File: src/rtl/sha1_pkg.sv
// Shared constants and types for the SHA-1 Wishbone controller.
// IV, round constants, register word offsets and FSM state encoding.
package sha1_pkg;

    localparam logic [31:0] SHA1_IV [5] = '{
        32'h6745_2301, 32'hEFCD_AB89, 32'h98BA_DCFE,
        32'h1032_5476, 32'hC3D2_E1F0
    };

    localparam logic [31:0] SHA1_K [4] = '{
        32'h5A82_7999, 32'h6ED9_EBA1,
        32'h8F1B_BCDC, 32'hCA62_C1D6
    };

    localparam logic [5:0] OFF_CTRL   = 6'd0;
    localparam logic [5:0] OFF_STATUS = 6'd1;
    localparam logic [5:0] OFF_MSG_LO = 6'd4;
    localparam logic [5:0] OFF_MSG_HI = 6'd19;
    localparam logic [5:0] OFF_DIG_LO = 6'd20;
    localparam logic [5:0] OFF_DIG_HI = 6'd24;

    localparam logic [6:0] LAST_RND = 7'd79;

    typedef enum logic [1:0] {
        ST_IDLE,
        ST_ROUND,
        ST_UPDATE
    } state_e;

    typedef struct packed {
        logic [31:0] a;
        logic [31:0] b;
        logic [31:0] c;
        logic [31:0] d;
        logic [31:0] e;
    } sha1_vars_t;

    function automatic logic [31:0] rotl(
        input logic [31:0] x,
        input int unsigned n
    );
        return (x << n) | (x >> (32 - n));
    endfunction

endpackage

File: src/rtl/sha1_wb_ctrl_if.sv
// Wishbone slave bus bundle for the SHA-1 controller.
// Master drives the request, slave returns ack and read data.
interface sha1_wb_ctrl_if;

    logic        wbs_cyc_i;
    logic        wbs_stb_i;
    logic        wbs_we_i;
    logic [3:0]  wbs_sel_i;
    logic [31:0] wbs_adr_i;
    logic [31:0] wbs_dat_i;
    logic        wbs_ack_o;
    logic [31:0] wbs_dat_o;

    modport master (
        output wbs_cyc_i, wbs_stb_i, wbs_we_i,
        output wbs_sel_i, wbs_adr_i, wbs_dat_i,
        input  wbs_ack_o, wbs_dat_o
    );

    modport slave (
        input  wbs_cyc_i, wbs_stb_i, wbs_we_i,
        input  wbs_sel_i, wbs_adr_i, wbs_dat_i,
        output wbs_ack_o, wbs_dat_o
    );

endinterface

File: src/rtl/sha1_round.sv
// One SHA-1 round: working variables, schedule word, round index
// in; next working variables out. Purely combinational.
module sha1_round
    import sha1_pkg::*;
(
    input  sha1_vars_t  v_i,
    input  logic [31:0] w_i,
    input  logic [6:0]  rnd_i,
    output sha1_vars_t  v_o
);

    logic [31:0] f;
    logic [31:0] k;

    // Pick the boolean function and constant for this 20-round group
    always_comb begin
        f = v_i.b ^ v_i.c ^ v_i.d;
        k = SHA1_K[3];
        unique case (1'b1)
            (rnd_i < 7'd20): begin
                f = (v_i.b & v_i.c) | (~v_i.b & v_i.d);
                k = SHA1_K[0];
            end
            (rnd_i >= 7'd20 && rnd_i < 7'd40): begin
                f = v_i.b ^ v_i.c ^ v_i.d;
                k = SHA1_K[1];
            end
            (rnd_i >= 7'd40 && rnd_i < 7'd60): begin
                f = (v_i.b & v_i.c) | (v_i.b & v_i.d)
                  | (v_i.c & v_i.d);
                k = SHA1_K[2];
            end
            (rnd_i >= 7'd60): begin
                f = v_i.b ^ v_i.c ^ v_i.d;
                k = SHA1_K[3];
            end
        endcase
    end

    // Rotate the working variables through one round
    always_comb begin
        v_o.a = rotl(v_i.a, 5) + f + v_i.e + k + w_i;
        v_o.b = v_i.a;
        v_o.c = rotl(v_i.b, 30);
        v_o.d = v_i.c;
        v_o.e = v_i.d;
    end

endmodule

File: src/rtl/sha1_wb_ctrl.sv
// Wishbone register file and round sequencer for single-block
// SHA-1: message buffer, chained digest, control/status, irq.
module sha1_wb_ctrl
    import sha1_pkg::*;
#(
    parameter logic [31:0] BASE_ADDR = 32'h3000_0000
) (
    input  logic               wb_clk_i,
    input  logic               wb_rst_n_i,
    input  logic               active,
    sha1_wb_ctrl_if.slave      wb,
    output logic               irq
);

    state_e      state_q, state_d;
    logic [6:0]  rnd_q, rnd_d;
    sha1_vars_t  v_q, v_d, v_nxt;
    logic [31:0] w_q [16];
    logic [31:0] w_d [16];
    logic [31:0] h_q [5];
    logic [31:0] h_d [5];
    logic [31:0] msg_q [16];
    logic [31:0] msg_d [16];
    logic        irq_en_q, irq_en_d;
    logic        done_q, done_d;
    logic        ack_q, ack_d;
    logic [31:0] dat_q, dat_d;

    logic        hit;
    logic        busy;
    logic [5:0]  off;
    logic [5:0]  moff;
    logic [5:0]  hoff;
    logic        msg_hit;
    logic        dig_hit;
    logic [31:0] rdata;
    logic [31:0] w_new;
    logic        start_w;
    logic        init_w;
    logic        clr_done;
    logic [1:0]  unused_adr;

    assign unused_adr = wb.wbs_adr_i[1:0];
    assign off     = wb.wbs_adr_i[7:2];
    assign moff    = off - OFF_MSG_LO;
    assign hoff    = off - OFF_DIG_LO;
    assign msg_hit = (off >= OFF_MSG_LO) && (off <= OFF_MSG_HI);
    assign dig_hit = (off >= OFF_DIG_LO) && (off <= OFF_DIG_HI);
    assign busy    = (state_q != ST_IDLE);
    assign hit     = wb.wbs_cyc_i & wb.wbs_stb_i & active
                   & (wb.wbs_adr_i[31:8] == BASE_ADDR[31:8]);
    assign w_new   = rotl(w_q[13] ^ w_q[8] ^ w_q[2] ^ w_q[0], 1);

    assign wb.wbs_ack_o = ack_q;
    assign wb.wbs_dat_o = dat_q;
    assign irq          = done_q & irq_en_q;

    sha1_round u_round (
        .v_i   (v_q),
        .w_i   (w_q[0]),
        .rnd_i (rnd_q),
        .v_o   (v_nxt)
    );

    // Read multiplexer; unmapped offsets return zero
    always_comb begin
        rdata = '0;
        if (off == OFF_CTRL)
            rdata = {29'd0, irq_en_q, 2'b00};
        else if (off == OFF_STATUS)
            rdata = {30'd0, done_q, busy};
        else if (msg_hit)
            rdata = msg_q[moff[3:0]];
        else if (dig_hit)
            rdata = h_q[hoff[2:0]];
    end

    // Bus decode, register writes and round sequencing
    always_comb begin
        state_d  = state_q;
        rnd_d    = rnd_q;
        v_d      = v_q;
        w_d      = w_q;
        h_d      = h_q;
        msg_d    = msg_q;
        irq_en_d = irq_en_q;
        done_d   = done_q;
        start_w  = 1'b0;
        init_w   = 1'b0;
        clr_done = 1'b0;
        ack_d    = hit & ~ack_q;
        dat_d    = ack_d ? rdata : 32'd0;

        if (ack_d && wb.wbs_we_i) begin
            if (off == OFF_CTRL) begin
                if (wb.wbs_sel_i[0]) begin
                    irq_en_d = wb.wbs_dat_i[2];
                    init_w   = wb.wbs_dat_i[1] & ~busy;
                    start_w  = wb.wbs_dat_i[0] & ~busy;
                end
            end else if (off == OFF_STATUS) begin
                clr_done = wb.wbs_dat_i[1];
            end else if (msg_hit) begin
                for (int l = 0; l < 4; l++) begin
                    if (wb.wbs_sel_i[l])
                        msg_d[moff[3:0]][8*l +: 8] =
                            wb.wbs_dat_i[8*l +: 8];
                end
            end
        end

        if (init_w) begin
            for (int i = 0; i < 5; i++)
                h_d[i] = SHA1_IV[i];
        end

        if (clr_done)
            done_d = 1'b0;

        if (!active) begin
            state_d = ST_IDLE;
        end else begin
            unique case (state_q)
                ST_IDLE: begin
                    if (start_w) begin
                        state_d = ST_ROUND;
                        rnd_d   = 7'd0;
                        w_d     = msg_q;
                        v_d     = sha1_vars_t'{
                            a: h_d[0], b: h_d[1], c: h_d[2],
                            d: h_d[3], e: h_d[4]
                        };
                        done_d  = 1'b0;
                    end
                end
                ST_ROUND: begin
                    v_d = v_nxt;
                    for (int i = 0; i < 15; i++)
                        w_d[i] = w_q[i+1];
                    w_d[15] = w_new;
                    if (rnd_q == LAST_RND) begin
                        state_d = ST_UPDATE;
                        rnd_d   = 7'd0;
                    end else begin
                        rnd_d = rnd_q + 7'd1;
                    end
                end
                ST_UPDATE: begin
                    h_d[0]  = h_q[0] + v_q.a;
                    h_d[1]  = h_q[1] + v_q.b;
                    h_d[2]  = h_q[2] + v_q.c;
                    h_d[3]  = h_q[3] + v_q.d;
                    h_d[4]  = h_q[4] + v_q.e;
                    state_d = ST_IDLE;
                    done_d  = 1'b1;
                end
                default: state_d = ST_IDLE;
            endcase
        end
    end

    // State and register file flops
    always_ff @(posedge wb_clk_i or negedge wb_rst_n_i) begin
        if (!wb_rst_n_i) begin
            state_q  <= ST_IDLE;
            rnd_q    <= '0;
            v_q      <= '0;
            irq_en_q <= 1'b0;
            done_q   <= 1'b0;
            ack_q    <= 1'b0;
            dat_q    <= '0;
            for (int i = 0; i < 16; i++) begin
                w_q[i]   <= '0;
                msg_q[i] <= '0;
            end
            for (int i = 0; i < 5; i++)
                h_q[i] <= SHA1_IV[i];
        end else begin
            state_q  <= state_d;
            rnd_q    <= rnd_d;
            v_q      <= v_d;
            irq_en_q <= irq_en_d;
            done_q   <= done_d;
            ack_q    <= ack_d;
            dat_q    <= dat_d;
            w_q      <= w_d;
            msg_q    <= msg_d;
            h_q      <= h_d;
        end
    end

endmodule
File: src/flat_wrapper.sv
// flat-port wrapper written by rule: the top's interface ports become plain ports
module sha1_wb_ctrl_flat import sha1_pkg::*;
#(
    parameter logic [31:0] BASE_ADDR = 32'h3000_0000
)
  (wb_clk_i, wb_rst_n_i, active, irq, wb_wbs_cyc_i, wb_wbs_stb_i, wb_wbs_we_i, wb_wbs_sel_i, wb_wbs_adr_i, wb_wbs_dat_i, wb_wbs_ack_o, wb_wbs_dat_o);
  sha1_wb_ctrl_if wb_i ();
  input  logic wb_clk_i;
  input  logic wb_rst_n_i;
  input  logic active;
  output logic irq;
  input wire logic [$bits(wb_i.wbs_cyc_i)-1:0] wb_wbs_cyc_i;
  input wire logic [$bits(wb_i.wbs_stb_i)-1:0] wb_wbs_stb_i;
  input wire logic [$bits(wb_i.wbs_we_i)-1:0] wb_wbs_we_i;
  input wire logic [$bits(wb_i.wbs_sel_i)-1:0] wb_wbs_sel_i;
  input wire logic [$bits(wb_i.wbs_adr_i)-1:0] wb_wbs_adr_i;
  input wire logic [$bits(wb_i.wbs_dat_i)-1:0] wb_wbs_dat_i;
  output wire logic [$bits(wb_i.wbs_ack_o)-1:0] wb_wbs_ack_o;
  output wire logic [$bits(wb_i.wbs_dat_o)-1:0] wb_wbs_dat_o;
  assign wb_i.wbs_cyc_i = wb_wbs_cyc_i;
  assign wb_i.wbs_stb_i = wb_wbs_stb_i;
  assign wb_i.wbs_we_i = wb_wbs_we_i;
  assign wb_i.wbs_sel_i = wb_wbs_sel_i;
  assign wb_i.wbs_adr_i = wb_wbs_adr_i;
  assign wb_i.wbs_dat_i = wb_wbs_dat_i;
  assign wb_wbs_ack_o = wb_i.wbs_ack_o;
  assign wb_wbs_dat_o = wb_i.wbs_dat_o;
  sha1_wb_ctrl #(.BASE_ADDR(BASE_ADDR)) u_core (.wb_clk_i(wb_clk_i), .wb_rst_n_i(wb_rst_n_i), .active(active), .wb(wb_i), .irq(irq));
endmodule
File: config.mk
export PLATFORM = sky130hd
export DESIGN_NAME = sha1_wb_ctrl_flat
export DESIGN_NICKNAME = d
export VERILOG_FILES = /design/src/rtl/sha1_pkg.sv /design/src/rtl/sha1_wb_ctrl_if.sv /design/src/rtl/sha1_round.sv /design/src/rtl/sha1_wb_ctrl.sv /design/src/flat_wrapper.sv
export SDC_FILE = /design/constraint.sdc
export NUM_CORES = 2
export LEC_CHECK = 0
export ABC_AREA = 1
export CORE_UTILIZATION = 45
export CTS_CLUSTER_DIAMETER = 30
export DETAILED_ROUTE_END_ITERATION = 6
export GPL_ROUTABILITY_DRIVEN = 0
export PLACE_DENSITY_LB_ADDON = 0.25
export SLEW_MARGIN = 0
export SYNTH_ARGS = -nofsm -noshare
export SYNTH_HDL_FRONTEND = slang
export SYNTH_SLANG_ARGS = --single-unit
File: constraint.sdc
create_clock -name wb_clk_i -period 8.2 [get_ports wb_clk_i]
set_input_delay 0.82 -clock wb_clk_i [delete_from_list [all_inputs] [get_ports wb_clk_i]]
set_output_delay 0.82 -clock wb_clk_i [all_outputs]
set_load 0.1 [all_outputs]
; ---- Word-level counts from Yosys, hierarchy flattened
; Cells that the tools add are included.
[totals]
register_bits = 1388
input_bits = 74
out_inout_bits = 34
word_cells = 193
[op_classes]
add_sub_neg = 12
n_lt_le_gt_ge = 13
n_eq_ne = 8
mux = 68
bitwise = 29
n_reduce_logical = 15
[op_table]
columns = cell, count
row1 = 512-bit two-way mux, 17
row2 = 512-bit bitwise mux, 4
row3 = 512-bit case mux with 2 select lines, 1
row4 = 160-bit two-way mux, 4
row5 = 32-bit demux with 4-bit select, 4
row6 = 32-bit two-way mux, 10
row7 = 160-bit case mux with 2 select lines, 1
row8 = 32-bit adder, 9
row9 = 32-bit XOR, 5
row10 = 32-bit bitwise AND, 4
row11 = 32-bit binary-select mux with 4-bit select, 1
row12 = 32-bit case mux with 4 select lines, 1
row13 = 32-bit binary-select mux with 3-bit select, 1
row14 = 32-bit OR, 3
row15 = 32-bit case mux with 3 select lines, 1
row16 = 32-bit NOT, 1
row17 = 32-bit by 1-bit OR with 32-bit output, 1
row18 = 32-bit by 30-bit OR with 32-bit output, 1
row19 = 32-bit by 5-bit OR with 32-bit output, 1
row20 = 24-bit by 22-bit equality test with 1-bit output (second input constant), 1
row21 = 24-bit two-way mux, 1
row22 = 16-bit two-way mux, 1
row23 = 7-bit by 6-bit >= comparator with 1-bit output (second input constant), 2
row24 = 7-bit by 6-bit < comparator with 1-bit output (second input constant), 2
row25 = other kinds (36), 68

; ---- Logic depth before layout (Yosys ltp)
[depth]
depth_word = 26
ltp_mapped = 31
mapped_depth_nobuf = 30

; ---- By module
; From an unflattened synthesis, not the netlist that was laid out.
[unflattened]
cells_unflattened = 12397
hier_area_um2 = 87071.0
[modules_own_cells]
columns = module, instances, cells_each, area_per_inst_um2, seq_area_each_um2
row1 = sha1_wb_ctrl, 1, 11430, 80076.8, 34833.4
row2 = sha1_round, 1, 967, 6994.2, 0.0

; ---- Worst setup path before layout
; OpenSTA, ideal clock, no wires.
[synth_path]
path_type = register to register
start = register u_core.rnd_q[6]
end = register u_core.v_q[144] (netlist name)
setup_time_ns = 0.124
t_arrival_ns = 4.600
t_required_ns = 8.076
path_slack_ns = 3.476
stages_incl_launch_ff = 27
n_path_buf = 1
synth_period_minus_slack_ns = 4.724
cell_sequence = dfrtp_1 -> inv_1 -> nand3_1 -> inv_1 -> nand2_1 -> nand2_1 -> clkbuf_1 -> nand2_1 -> nand3_1 -> o31ai_1 -> fa_1 -> inv_1 -> fa_1 -> inv_1 -> fa_1 -> inv_1 -> ha_1 -> nand2_1 -> o21ai_0 -> nand2_1 -> nand2_1 -> nand2_1 -> nand2_1 -> xnor2_1 -> nand2_1 -> o211ai_1 -> nand2_1
[synth_via]
elab_chain_cells = 9
elab_cells_between_ends = 16
classes_between = add/sub (4) / order compare (6) / mux (3) / reduce/logical (3)
[synth_rtl]
columns = element, line
row1 = from (decl), sha1_wb_ctrl.sv:16  ; logic [6:0] rnd_q, rnd_d;
row2 = from (signal assigned), sha1_wb_ctrl.sv:180  ; rnd_q <= rnd_d;
row3 = 7-bit by 5-bit >= comparator with 1-bit output / 7-bit by 6-bit < comparator with 1-bit output (equally long branches), sha1_round.sv:24  ; (rnd_i >= 7'd20 && rnd_i < 7'd40): begin
row4 = 1-bit logical AND, sha1_round.sv:24
row5 = 2-bit OR reduction (no source line), n/a
row6 = 32-bit case mux with 3 select lines, sha1_round.sv:19  ; unique case (1'b1)
row7 = 32-bit adder (2 in a row), sha1_round.sv:42  ; v_o.a = rotl(v_i.a, 5) + f + v_i.e + k + w_i;
row8 = 32-bit adder (*) (2 in a row), sha1_round.sv:42
row9 = 160-bit case mux with 2 select lines (*), sha1_wb_ctrl.sv:123  ; unique case (state_q)
row10 = to (signal assigned), sha1_wb_ctrl.sv:181  ; v_q <= v_d;
row11 = to (decl), sha1_wb_ctrl.sv:17  ; sha1_vars_t v_q, v_d, v_nxt;
; Every way passes the cells marked *; elsewhere a longest branch is shown, timed or not. The select of a mux whose other input is x is not followed.
; A chain may end at the register's enable or synchronous reset.

; ---- Worst setup path after layout
; Same ends and word-level chain as after synthesis.

==> summary.txt <==
Outcome
  • Outcome: finished with violations
  • Violations in the final reports: design-rule violations

Yosys
  • Mapped Area: 0.0810 mm^2
  • Top post-synthesis cells by area: sky130_fd_sc_hd__dfrtp_1, sky130_fd_sc_hd__nand2_1, sky130_fd_sc_hd__o21ai_0, sky130_fd_sc_hd__inv_1, sky130_fd_sc_hd__o211ai_1
  • Mapped Nets: 10700
  • Most area-hungry cell type in the Yosys netlist: sky130_fd_sc_hd__dfrtp_1
  • Cell count after synthesis: between 10000 and 15000
  • Warnings, synthesis: 0
  • Total of flip-flops plus latches after synthesis: 1388
  • Post-synth EDFFs: 0
  • Number of different library cells in the post-synthesis netlist: between 50 and 60
  • Syn_area_per_cell: 7.85 um^2
  • Primary flip-flop cell chosen by synthesis mapping: sky130_fd_sc_hd__dfrtp_1
  • Yosys top cell area share: 0.404
  • Ys async rst share: 1.00
  • Share of the yosys chip area belonging to registers: 0.430

Worst setup path
  • Startpoint kind of the worst setup timing path: flop
  • Critical path peak fanout: 11
  • Logic depth of the worst register-to-register path: 25
  • Worst reg-to-reg setup slack: 1900 ps
  • Slowest cell delay on critical path: 530 ps
  • FF-to-FF Start: u_core.rnd_q[6]
  • Reg2Reg Capture Point: u_core.v_q[144]
  • Top cell family by delay on the critical path: adder cells
  • Required time at the endpoint of the critical path: 8930 ps
  • Endpoint type of the worst setup path: flop
  • Worst Setup Path Type: flop to flop
  • Most common cell on crit path: sky130_fd_sc_hd__nand2_1
  • Buffers and inverters on the worst path: 6
  • Highest-delay cell along the critical path: sky130_fd_sc_hd__fa_1
  • Data arrival time of the critical path: between 7000 and 8000 ps

Cells and area
  • Share of post-route cells with drive strength above 1: 0.0855
  • Number of fill cells: 16400
  • Nets: 10700
  • Syn-to-layout area delta: 18.7%
  • Commonest non-fill, non-tap cell in the layout: sky130_fd_sc_hd__nand2_1
  • Leading cell types in the layout, fill and taps excluded: sky130_fd_sc_hd__nand2_1, sky130_fd_sc_hd__dfrtp_1, sky130_fd_sc_hd__inv_1
  • Total area of multi-input combinational cells: 0.0388 mm^2
  • Area of all sequential standard cells: 0.0348 mm^2

Route
  • DR WL/cell: 23.1 um
  • First-pass DRT Iterations: 7
  • Final routed wirelength across all metal layers: between 200 and 300 mm
  • DRC violation total after the first TritonRoute iteration: 9310
  • Residual antenna-violating net count after detailed routing: 0
  • Vias: 76400
  • Residual DRC count: 1
  • Avg Vias per Cell: 5.90

STA
  • Number of max-slew violations in the final report: 0
  • Total negative slack: 0 ps
  • Remaining max-slew budget at the tightest pin: 0.188
  • Slew of the pin with the lowest slew margin: about 1200 ps
  • Final setup violation count: 0
  • Layout Skew: between 100 and 150 ps
  • Hold Vio Cnt, Final: 0
  • Fmax: ~0.16 GHz
  • Part of the cycle the worst path needs: 0.768
  • Setup slack of the critical path after layout: 1900 ps
  • RSZ-0062 raised after global routing: false
  • Final Critical Period: 6300 ps

Global route
  • Total overflow reported by the global router: 0
  • Antenna violations before repair: 18
  • Wire length of the first global-routing pass: 448 mm
  • Via count of the first global-routing pass: 71900
  • GRT Resource Usage Total: 0.325
  • Pin count of the biggest net entering global routing: around 240

Place
  • Quantity of I/O buffers inserted on ports: 105
  • HPWL after detailed placement: 199 mm
  • Worst setup slack after placement: between 2000 and 2500 ps

Clock network
  • Worst-case clock buffer depth: 4
  • Count of H-tree levels built during CTS: 5
  • TritonCTS clock tree: built
  • Number of buffers added by the clock tree synthesis step: 366
  • Number of gates resized after CTS: 0
  • Clock Tree Root: sky130_fd_sc_hd__clkbuf_16
  • Clock Latency Late Sink: 960 ps
  • Register clock-pin slew on the reported worst setup and hold paths: 40 ps
  • Number of clock sinks seen by CTS: 1388

Worst hold path
  • Type of the worst min-delay path: flop to flop
  • Hold path startpoint: u_core.msg_q[177]
  • Worst-case hold path end point: u_core.msg_q[177]
  • Number of cells on the worst hold path: 2

Floorplanning
  • Number of cell rows: around 160
  • Die Height: 426 um
  • Core Area: ~0.18 mm^2
  • Ports placed on the boundary: 108
  • Die area: 0.182 mm^2
  • Initial Utilization: 0.454
  • Die width: 426 um

Run
  • Max-cap violations: 0

Power and ir drop
  • Cell leakage power: 44.9 nW
  • Post-layout power: between 30 and 40 mW
  • Peak supply drop: approximately 0.29 mV
  • PwrDens: 318 mW/mm^2
[power by group]
| part | internal, mW | leakage (nW) | switching, mW | total, mW |
|---|---|---|---|---|
| Combinational | 2.59 | 20.8 | 5.40 | 7.99 |
| Sequential | 7.34 | 18.0 | 0.487 | 7.82 |
| Clock | 10.4 | 6.16 | 4.30 | 14.7 |
[worst min-delay path: stages (launching register included)]
cell	delay (ps)
sky130_fd_sc_hd__dfrtp_1	350
sky130_fd_sc_hd__nand2_1	60
sky130_fd_sc_hd__o21ai_1	60
[sequential cells by signal, summed over array words and instances (netlist names), 2 cells and up]
signal	cells
u_core.state_q	2
u_core.msg_q	512
u_core.w_q	512
u_core.wb.wbs_dat_o	32
u_core.v_q	160
u_core.h_q	160
u_core.rnd_q	7
[synthesized netlist by cell type (4+ instances only)]
library cell	count
sky130_fd_sc_hd__fa_1	125
sky130_fd_sc_hd__nor4_1	8
sky130_fd_sc_hd__o21a_1	23
sky130_fd_sc_hd__nand2_2	4
sky130_fd_sc_hd__o22ai_1	209
sky130_fd_sc_hd__o22a_1	14
sky130_fd_sc_hd__buf_2	60
sky130_fd_sc_hd__o221ai_1	34
sky130_fd_sc_hd__nor3_1	74
sky130_fd_sc_hd__a22oi_1	5
sky130_fd_sc_hd__clkbuf_1	428
sky130_fd_sc_hd__nand2_1	2399
sky130_fd_sc_hd__a21o_1	21
sky130_fd_sc_hd__inv_1	1282
sky130_fd_sc_hd__xnor2_1	73
sky130_fd_sc_hd__a21boi_0	20
sky130_fd_sc_hd__buf_1	37
sky130_fd_sc_hd__nand2_4	38
sky130_fd_sc_hd__nand4_1	57
sky130_fd_sc_hd__nand3b_1	20
sky130_fd_sc_hd__inv_2	4
sky130_fd_sc_hd__nor2_1	540
sky130_fd_sc_hd__dfstp_2	80
sky130_fd_sc_hd__o2111ai_1	12
sky130_fd_sc_hd__o21ai_1	325
sky130_fd_sc_hd__o21ai_0	1232
sky130_fd_sc_hd__o211ai_1	544
sky130_fd_sc_hd__nor2_8	5
sky130_fd_sc_hd__buf_4	22
sky130_fd_sc_hd__ha_1	225
sky130_fd_sc_hd__and2_1	5
sky130_fd_sc_hd__dfrtp_1	1308
sky130_fd_sc_hd__xor2_1	79
sky130_fd_sc_hd__a21oi_1	400
sky130_fd_sc_hd__or2_2	62
sky130_fd_sc_hd__buf_6	32
sky130_fd_sc_hd__nand3_1	359
sky130_fd_sc_hd__a31o_2	7
sky130_fd_sc_hd__o21bai_1	34
sky130_fd_sc_hd__a31oi_1	30
sky130_fd_sc_hd__o31ai_1	48
sky130_fd_sc_hd__a22o_1	11
[how the worst max path moves through the flow]
stage,start,endpoint,slack (ps),cells after the start
3_5_place_dp,u_core.rnd_q[6],u_core.v_q[152],2210,26
5_1_grt,u_core.rnd_q[6],u_core.v_q[144],1670,25
4_1_cts,u_core.rnd_q[6],u_core.v_q[144],2180,25
3_3_place_gp,u_core.rnd_q[6],u_core.v_q[152],2290,27
2_1_floorplan,u_core.rnd_q[6],u_core.v_q[144],3480,26
6_report,u_core.rnd_q[6],u_core.v_q[144],1900,25
[kinds of logic after synthesis]
group                    synth area share
flip-flops                          0.430
AO/OA/AOI/OAI                       0.213
adder cells (fa/ha/maj)            0.0656
XOR/XNOR                           0.0164
AND/OR/NAND/NOR                     0.183
buffers and inverters              0.0921
[per-layer routing]
metal	up-vias	GRT usage	wire length (um)
met4	12	0.220	22700
met5	-	0	73
met1	36900	0.433	119000
met3	910	0.0724	30900
met2	4132	0.473	127000
li1	34400	-	-
[through the flow]
step,utilization,area [um^2],hold slack (ps),cells
2_1_floorplan,-,81000,462,10300
3_3_place_gp,0.467,83500,485,12300
3_5_place_dp,0.467,83500,490,12300
4_1_cts,0.538,96200,505,12900
5_1_grt,0.539,96200,523,12900
6_report,0.539,96200,504,12900
[final cells by class]
cell class / instances / share of cell area
Sequential cell: 1388 / 0.362
Timing Repair Buffer: 194 / 0.0211
Clock inverter: 154 / 0.0236
Inverter: 1287 / 0.0504
Antenna cell: 10 / 0.000260
Multi-Input combinational cell: 7060 / 0.404
Clock buffer: 491 / 0.108
Tap cell: 2355 / 0.0306
[what timing repair did]
item,4_1_cts,5_1_grt
endpoints found under the hold margin,85,0
setup endpoints to repair,0,0
hold buffers,1,0
buffers inserted,0,0
(Power assumes the default switching activity.)
